## src/rtl/k_wptr_gen.sv

```systemverilog
// k_wptr_gen - write-domain pointer generator for the dual-clock FIFO.
//
// Accepts write requests, drives the memory write enable and address, keeps
// the binary and Gray write pointers, brings the read-domain Gray pointer
// across with a two-flop synchroniser, and reports a registered fill level
// and almost-full flag. Level and flags are pessimistic because the read
// pointer they use is always stale by the synchroniser latency.
//
// Optional feature: define K_WPTR_OVF_EN to build the sticky overflow flag.
// Without it, woverflow is a constant 0.
//
// Parameters:
//   addr_size      address width, FIFO depth is 2**addr_size
//   almost_margin  walmost_full asserts when free slots <= almost_margin
//
// Ports:
//   wclk          in   write-domain clock
//   wrst_n        in   asynchronous active-low reset
//   winc          in   write request
//   wfull         in   registered full flag from the downstream full stage
//   rptr          in   read-domain Gray pointer (asynchronous to wclk)
//   wen           out  memory write enable (combinational)
//   waddr         out  memory write address
//   wptr          out  registered Gray write pointer
//   wq2_rptr      out  read pointer after the two-flop synchroniser
//   wlevel        out  registered fill level, 0..2**addr_size
//   walmost_full  out  registered almost-full flag
//   woverflow     out  sticky overflow flag (write attempted while full)

module k_wptr_gen #(
  parameter int addr_size     = 4,
  parameter int almost_margin = 2
) (
  input  logic                 wclk,
  input  logic                 wrst_n,
  input  logic                 winc,
  input  logic                 wfull,
  input  logic [addr_size:0]   rptr,
  output logic                 wen,
  output logic [addr_size-1:0] waddr,
  output logic [addr_size:0]   wptr,
  output logic [addr_size:0]   wq2_rptr,
  output logic [addr_size:0]   wlevel,
  output logic                 walmost_full,
  output logic                 woverflow
);

  localparam logic [addr_size:0] depth =
    (addr_size+1)'(1 << addr_size);
  localparam logic [addr_size:0] almost_thresh =
    (addr_size+1)'((1 << addr_size) - almost_margin);

  logic [addr_size:0] wbin;
  logic [addr_size:0] wbin_next;
  logic [addr_size:0] wq1_rptr;
  logic [addr_size:0] rq2bin;
  logic [addr_size:0] lvl_now;
  logic [addr_size:0] lvl_next;
  logic               full_now;

  // Gray to binary, walking from the MSB down.
  function automatic logic [addr_size:0] gray2bin(input logic [addr_size:0] g);
    logic [addr_size:0] b;
    b[addr_size] = g[addr_size];
    for (int i = addr_size - 1; i >= 0; i--) begin
      b[i] = b[i+1] ^ g[i];
    end
    return b;
  endfunction

  assign rq2bin   = gray2bin(wq2_rptr);
  assign lvl_now  = wbin - rq2bin;

  // The registered wfull lags wptr by a cycle; full_now closes that gap so
  // a write can never land on a slot the reader has not freed yet.
  assign full_now = (lvl_now == depth);

  // Gating with wrst_n keeps the memory quiet while reset is held.
  assign wen      = wrst_n & winc & ~wfull & ~full_now;
  assign waddr    = wbin[addr_size-1:0];

  assign wbin_next = wen ? wbin + 1'b1 : wbin;

  // Level uses the new write count against the old synchronised read count,
  // so it can only over-report.
  assign lvl_next  = wbin_next - rq2bin;

  // Write pointer state and registered level/flag.
  always_ff @(posedge wclk or negedge wrst_n) begin
    if (!wrst_n) begin
      wbin         <= '0;
      wptr         <= '0;
      wlevel       <= '0;
      walmost_full <= 1'b0;
    end else begin
      wbin         <= wbin_next;
      wptr         <= (wbin_next >> 1) ^ wbin_next;
      wlevel       <= lvl_next;
      walmost_full <= (lvl_next >= almost_thresh);
    end
  end

  // Two-flop synchroniser for the read pointer; nothing may sit between the
  // flops, and only a Gray-coded bus is safe to cross this way.
  always_ff @(posedge wclk or negedge wrst_n) begin
    if (!wrst_n) begin
      wq1_rptr <= '0;
      wq2_rptr <= '0;
    end else begin
      wq1_rptr <= rptr;
      wq2_rptr <= wq1_rptr;
    end
  end

`ifdef K_WPTR_OVF_EN
  // Sticky record of any write request that was refused because the FIFO
  // was full; cleared only by reset.
  always_ff @(posedge wclk or negedge wrst_n) begin
    if (!wrst_n) begin
      woverflow <= 1'b0;
    end else begin
      woverflow <= woverflow | (winc & (wfull | full_now));
    end
  end
`else
  assign woverflow = 1'b0;
`endif

endmodule

```

## config.mk

```make
export PLATFORM = sky130hd
export DESIGN_NAME = k_wptr_gen
export DESIGN_NICKNAME = d
export VERILOG_FILES = /design/src/rtl/k_wptr_gen.sv
export SDC_FILE = /design/constraint.sdc
export NUM_CORES = 1
export LEC_CHECK = 0
export ABC_AREA = 1
export ABC_CLOCK_PERIOD_IN_PS = 4200
export CAP_MARGIN = 10
export CELL_PAD_IN_SITES_DETAIL_PLACEMENT = 1
export CELL_PAD_IN_SITES_GLOBAL_PLACEMENT = 1
export CORE_MARGIN = 2
export CORE_UTILIZATION = 36
export DETAILED_ROUTE_END_ITERATION = 7
export HOLD_SLACK_MARGIN = 0.1
export PLACE_DENSITY_LB_ADDON = 0.15
export SYNTH_ARGS = -nofsm -noshare
export SYNTH_HDL_FRONTEND = slang
export SYNTH_SLANG_ARGS = --single-unit
```

## constraint.sdc

```tcl
create_clock -name wclk -period 4.2 [get_ports wclk]
set_clock_uncertainty 0.2 [all_clocks]
set_input_delay 1.05 -clock wclk [delete_from_list [all_inputs] [get_ports wclk]]
set_output_delay 1.05 -clock wclk [all_outputs]
set_load 0.05 [all_outputs]
```

==> flow_metrics.tcl, run 1 <==
set metrics [dict create \
    cts_max_level 1 \
    synth_area_leader_cell "dfrtp_1" \
    row_count 21 \
    end_kind "output port" \
    io-pin-count 31 \
    layout-drive-gt1-share 0.139 \
    top_usage_layer "met2" \
    leakage_nw 0.906 \
    grt_start_max_net_pins 26 \
    netlist_area_sq_mm 0.00131 \
    worst_pin_slew_ns 0.507 \
    drc 0 \
    setup_viol 0 \
    finalHoldViolations 0 \
    wl_mm 2.88 \
    post-route-min-period_ns 4.01 \
    die_y_microns 64.4 \
    slew_viol_final 0 \
    die_w_microns 64.4 \
    synth_edf_count 0 \
    syn_inst 148 \
    antenna_left 0 \
    first_pass_iters 4 \
    ys_ff_latch 25 \
    port_buffers 29 \
    ys_seq_area_frac 0.477 \
    cts_tree "done" \
    dp_hpwl_mm 2.36 \
    overflow 0 \
    synth_flop_cell "dfrtp_1" \
    setup.worst_path.class "flop to output port" \
    viasPerCell 4.52 \
    cts_buffers 3 \
    maxCapViolations 0 \
    synth.net_count 167 \
    nets 207 \
    reg2reg_slack_ns 0.41 \
    synth_top_area_frac 0.477 \
    die-area_sq_mm 0.00414 \
    yosysWarnings 0 \
    cp_data_arrival_time_ns 2.76 \
    peakVddDrop_mv 0.382 \
    cp-start-kind "flop" \
    grt_antenna_before_repair 0 \
    syn_to_final_growth_pct 34.3 \
    diodes 0 \
    grtUsageMet3 0.0282 \
    grt_pass1_vias 1183 \
    dr_total_vias 1054 \
    post-route-period-util 0.954 \
    clkSinkCount 25 \
    fin_hold_ws_ns 0.166 \
    grtUsageTotal 0.158 \
    routedWlPerCell_microns 12.4 \
    ys_types 20 \
    cts-root-buf "clkbuf_4" \
    async_flop_share 1.00 \
    grtUsageMet2 0.288 \
    grt_use_met1 0.189 \
    slew_headroom 0.661 \
    coreArea_sq_mm 0.00342 \
    grt_pass1_wl_mm 5.06 \
    required_ns 2.95 \
    initialDrtViolationCount 30 \
    powerDensity_mw_per_mm2 772 \
    final_cells 233 \
    synth.area.top_cells "dfrtp_1, nand2_1, ha_1, inv_1, nand3_1" \
    dp.cells 225 \
    cts_hold_buffers 0 \
    hold_path_class "flop to flop" \
    clock_latency_ns 0.32 \
    clk_pin_slew_worst_paths_ns 0.13 \
    gp_congestion 0.761 \
    postSynthAreaPerCell_sq_um 8.86 \
    fmax_mhz 250 \
    start_util 0.384 \
    outcome "finished clean" \
    clock_path_buffers 2 \
    crit_fanout 6 \
]
==> routing by layer <==
| layer | part of all wire | up-vias |
|---|---|---|
| li1 | - | 523 |
| met1 | 0.43 | 508 |
| met2 | 0.52 | 19 |
| met3 | 0.033 | 4 |
| met4 | 0.0097 | 0 |
| met5 | 0 | - |
==> kinds of logic after synthesis <==
family / after synthesis / share of synthesized area
AND/OR/NAND/NOR: 71 / 0.229
buffers and inverters: 27 / 0.0802
flip-flops: 25 / 0.477
adder cells (fa/ha/maj): 10 / 0.101
XOR/XNOR: 9 / 0.0773
AO/OA/AOI/OAI: 5 / 0.0324
other: 1 / 0.00286
==> synth_stat cells, types with 2 or more instances <==
cell type,n
nand2_1,50
xnor2_1,2
nor2_1,4
nand2_2,2
nand3_2,2
ha_1,9
xor2_2,2
inv_2,3
nand3_1,12
dfrtp_1,25
inv_1,23
xor2_1,4
a21oi_1,3
==> cells in the final DEF, fill, tap and decap left out <==
master / Yosys / layout
a21oi_1: 3 / 3
buf_12: 0 / 1
buf_4: 1 / 6
buf_6: 0 / 1
clkbuf_1: 0 / 1
clkbuf_4: 0 / 3
clkdlybuf4s50_1: 0 / 28
conb_1: 1 / 1
dfrtp_1: 25 / 23
dfrtp_2: 0 / 2
fa_1: 1 / 1
ha_1: 9 / 8
ha_2: 0 / 1
inv_1: 23 / 23
inv_2: 3 / 3
nand2_1: 50 / 50
nand2_2: 2 / 2
nand3_1: 12 / 12
nand3_2: 2 / 2
nor2_1: 4 / 4
nor3_1: 1 / 1
o21ai_2: 1 / 1
o21bai_4: 1 / 1
xnor2_1: 2 / 2
xnor2_4: 0 / 1
xor2_1: 4 / 4
xor2_2: 2 / 2
==> where the power goes <==
group / internal, mW / total, mW / switching (mW)
clock network: 0.0372 / 0.106 / 0.0687
registers: 0.320 / 0.372 / 0.0525
logic: 0.301 / 0.882 / 0.581
total: 0.658 / 1.36 / 0.702
==> critical path, cell delays in order, from the launching register on <==
cell	delay, ns
dfrtp_2	0.47
xnor2_4	0.23
xor2_2	0.22
xor2_2	0.23
nand2_1	0.08
nand2_1	0.07
inv_1	0.07
ha_2	0.32
nand2_1	0.04
a21oi_1	0.11
nand2_1	0.11
o21bai_4	0.15
buf_6	0.14
inv_1	0.06
buf_12	0.14
==> state kept, by name, indices dropped and copies added, names as in the netlist <==
signal	count
wbin	5
wlevel	5
wq1_rptr	5
wq2_rptr	5
wptr	4
walmost_full	1
==> worst paths after layout <==
path                        startpoint      endpoint  cells past startpoint
setup / recovery           wq2_rptr[4]           wen                     14
hold / removal             wq1_rptr[4]   wq2_rptr[4]                      0
setup reg to reg           wq2_rptr[4]  walmost_full                     23
hold reg to reg            wq1_rptr[4]   wq2_rptr[4]                      0
max in group asynchronous       wrst_n   wq2_rptr[4]                      2
min in group asynchronous       wrst_n       wbin[2]                      2
==> stage by stage <==
step / total power, mW / cell area [sq um] / setup TNS (ns) / setup slack (ns) / utilization
2_1_floorplan: 0.988 / 1310 / 0 / 0.313 / -
3_3_place_gp: 1.23 / 1680 / 0 / 0.251 / 0.493
3_5_place_dp: 1.26 / 1680 / 0 / 0.111 / 0.493
4_1_cts: 1.37 / 1720 / 0 / 0.00461 / 0.503
5_1_grt: 1.48 / 1760 / -0.0136 / -0.00779 / 0.515
6_report: 1.36 / 1760 / 0 / 0.195 / 0.515
==> repair_timing <==
item	CTS	global route
endpoints found under the setup margin	1	3
resized for setup	0	5
setup buffers	1	3
pin swaps	1	5
==> final cells by class <==
cell class | instances | area [sq um]
fill | 416 | 1660
multi-input combinational | 96 | 594
clock buffer | 4 | 26.3
sequential | 25 | 628
tap | 46 | 57.6
timing repair buffer | 36 | 357
inverter | 26 | 97.6
Note: power is estimated with default switching activity, not from simulation.
==> run 2, diff against run 1 <==
ABC_CLOCK_PERIOD_IN_PS = 3600   (was 4200)
CORE_UTILIZATION = 33   (was 36)
clock period = 3.6 ns   (was 4.2 ns; I/O delays follow)
==> flow_metrics.tcl, run 2 (synthesized netlist as in run 1, its figures left out) <==
set metrics [dict create \
    setup_tns_ns -0.435 \
    setup_slack_ns -0.189 \
    peakVddDrop_mv 0.582 \
    final_common_cell "nand2_1" \
    dp_hpwl_mm 2.54 \
    viasPerCell 4.53 \
    die_w_microns 67.0 \
    gp_congestion 0.781 \
    rsz0062_at_grt "true" \
    cts_max_level 1 \
    grtUsageMet3 0.0236 \
    die_y_microns 67.0 \
    fmax_mhz 264 \
    cts-root-buf "clkbuf_8" \
    syn_to_final_growth_pct 52.2 \
    cp-start-kind "flop" \
    multi_input_area_sq_um 694 \
    grtUsageTotal 0.167 \
    fillers 442 \
    routedWlPerCell_microns 13.7 \
    cp_data_arrival_time_ns 2.69 \
    finalHoldViolations 0 \
    wl_mm 3.41 \
    setup.worst_path.class "flop to output port" \
    fin_hold_ws_ns 0.156 \
    power.total_mw 1.85 \
    grt_pass1_wl_mm 5.57 \
    post-route-period-util 1.05 \
    final_cell_mix "nand2_1, clkdlybuf4s50_1, dfrtp_1, inv_1, buf_4" \
    top_usage_layer "met2" \
    grtUsageMet2 0.281 \
    start_util 0.350 \
    end_kind "output port" \
    register_area_sq_um 628 \
    clock_path_buffers 2 \
    initialDrtViolationCount 29 \
    leakage_nw 0.986 \
    port_buffers 29 \
    post-route-min-period_ns 3.79 \
    crit_fanout 4 \
    row_count 22 \
    setup_viol 3 \
    clkSinkCount 25 \
    maxCapViolations 0 \
    clock_latency_ns 0.26 \
    coreArea_sq_mm 0.00374 \
    grt_pass1_vias 1217 \
    dr_total_vias 1128 \
    outcome "finished with violations" \
    cts_hold_buffers 0 \
    grt_antenna_before_repair 0 \
    layout-drive-gt1-share 0.323 \
    antenna_left 0 \
    worst_pin_slew_ns 0.504 \
    io-pin-count 31 \
    slew_viol_final 0 \
    first_pass_iters 4 \
    cts_tree "done" \
    slew_headroom 0.663 \
    required_ns 2.50 \
    clk_pin_slew_worst_paths_ns 0.08 \
    violations "negative setup slack" \
    grt_use_met1 0.221 \
    hold_path_class "flop to flop" \
    grt_start_max_net_pins 26 \
    cts_buffers 3 \
    diodes 0 \
    powerDensity_mw_per_mm2 925 \
    nets 221 \
    drc 0 \
    pre_cts_slack_ns -0.231 \
    overflow 0 \
    die-area_sq_mm 0.00449 \
]
[run 2: cell types whose count changed in the layout (fill, tap and decap cells not counted), moves of 3 or more]
cell,previous run,this run
inv_1,23,19
clkbuf_8,0,3
nand2_1,50,40
buf_4,6,19
ha_4,0,3
ha_1,8,5
clkbuf_4,3,0
nand2_2,2,12
[run 2: through the flow]
| step | area [sq um] | cells | utilization |
|---|---|---|---|
| after global routing | 2000 | 249 | 0.533 |
| after detailed placement | 1760 | 236 | 0.470 |
| after CTS | 1900 | 244 | 0.507 |
| after floorplan | 1320 | 148 | - |
| after global placement | 1760 | 236 | 0.470 |
| final | 2000 | 249 | 0.533 |
[run 2: critical path: stages (launching register included)]
cell and delay (ns):
dfrtp_2 0.45, xnor2_4 0.21, xor2_2 0.21, xor2_2 0.27
nand2_1 0.14, nand2_2 0.10, inv_2 0.05, ha_4 0.25
nand2_2 0.05, a21oi_2 0.11, nand2_2 0.09, o21bai_4 0.18
buf_6 0.15, inv_4 0.03, buf_12 0.13
[run 2: layout make-up]
cell class | instances | share of cell area
clock buffer | 4 | 0.0226
inverter | 26 | 0.0514
multi-input combinational | 96 | 0.348
sequential | 25 | 0.315
tap | 48 | 0.0301
timing repair buffer | 50 | 0.233
[run 2: repair_timing]
| action | in CTS | in global routing |
|---|---|---|
| resized for setup | 14 | 16 |
| pin swaps | 11 | 20 |
| setup buffers | 4 | 5 |
| hold endpoints to repair | 0 | 0 |
| setup endpoints to repair | 3 | 5 |
[run 2: final timing paths]
check                             from  cells after the start      endpoint  slack, ns
setup / recovery           wq2_rptr[4]                     14           wen      -0.19
hold / removal             wq1_rptr[3]                      0   wq2_rptr[3]       0.16
setup reg to reg           wq2_rptr[4]                     21  walmost_full      -0.13
hold reg to reg            wq1_rptr[3]                      0   wq2_rptr[3]       0.16
max in group asynchronous       wrst_n                      2   wq2_rptr[3]       2.06
min in group asynchronous       wrst_n                      2       wptr[1]       0.88
[run 2: power breakdown]
part	switching [mW]	internal (mW)	total (mW)	leakage [nW]
sequential	0.0652	0.374	0.439	0.289
combinational	0.772	0.475	1.25	0.673
clock	0.0809	0.0788	0.160	0.0228
total	0.918	0.927	1.85	0.986
[run 2: metal layers]
layer  vias to the layer above  part of all wire
met1                       558              0.45
met3                         2             0.029
met5                         -                 0
met4                         0            0.0067
met2                        20              0.52
li1                        548                 -
==> run 3, diff against run 2 <==
CAP_MARGIN = 40   (was 10)
==> results of run 3 <==
The final DEF is identical to that of run 2; final timing and power are the same.
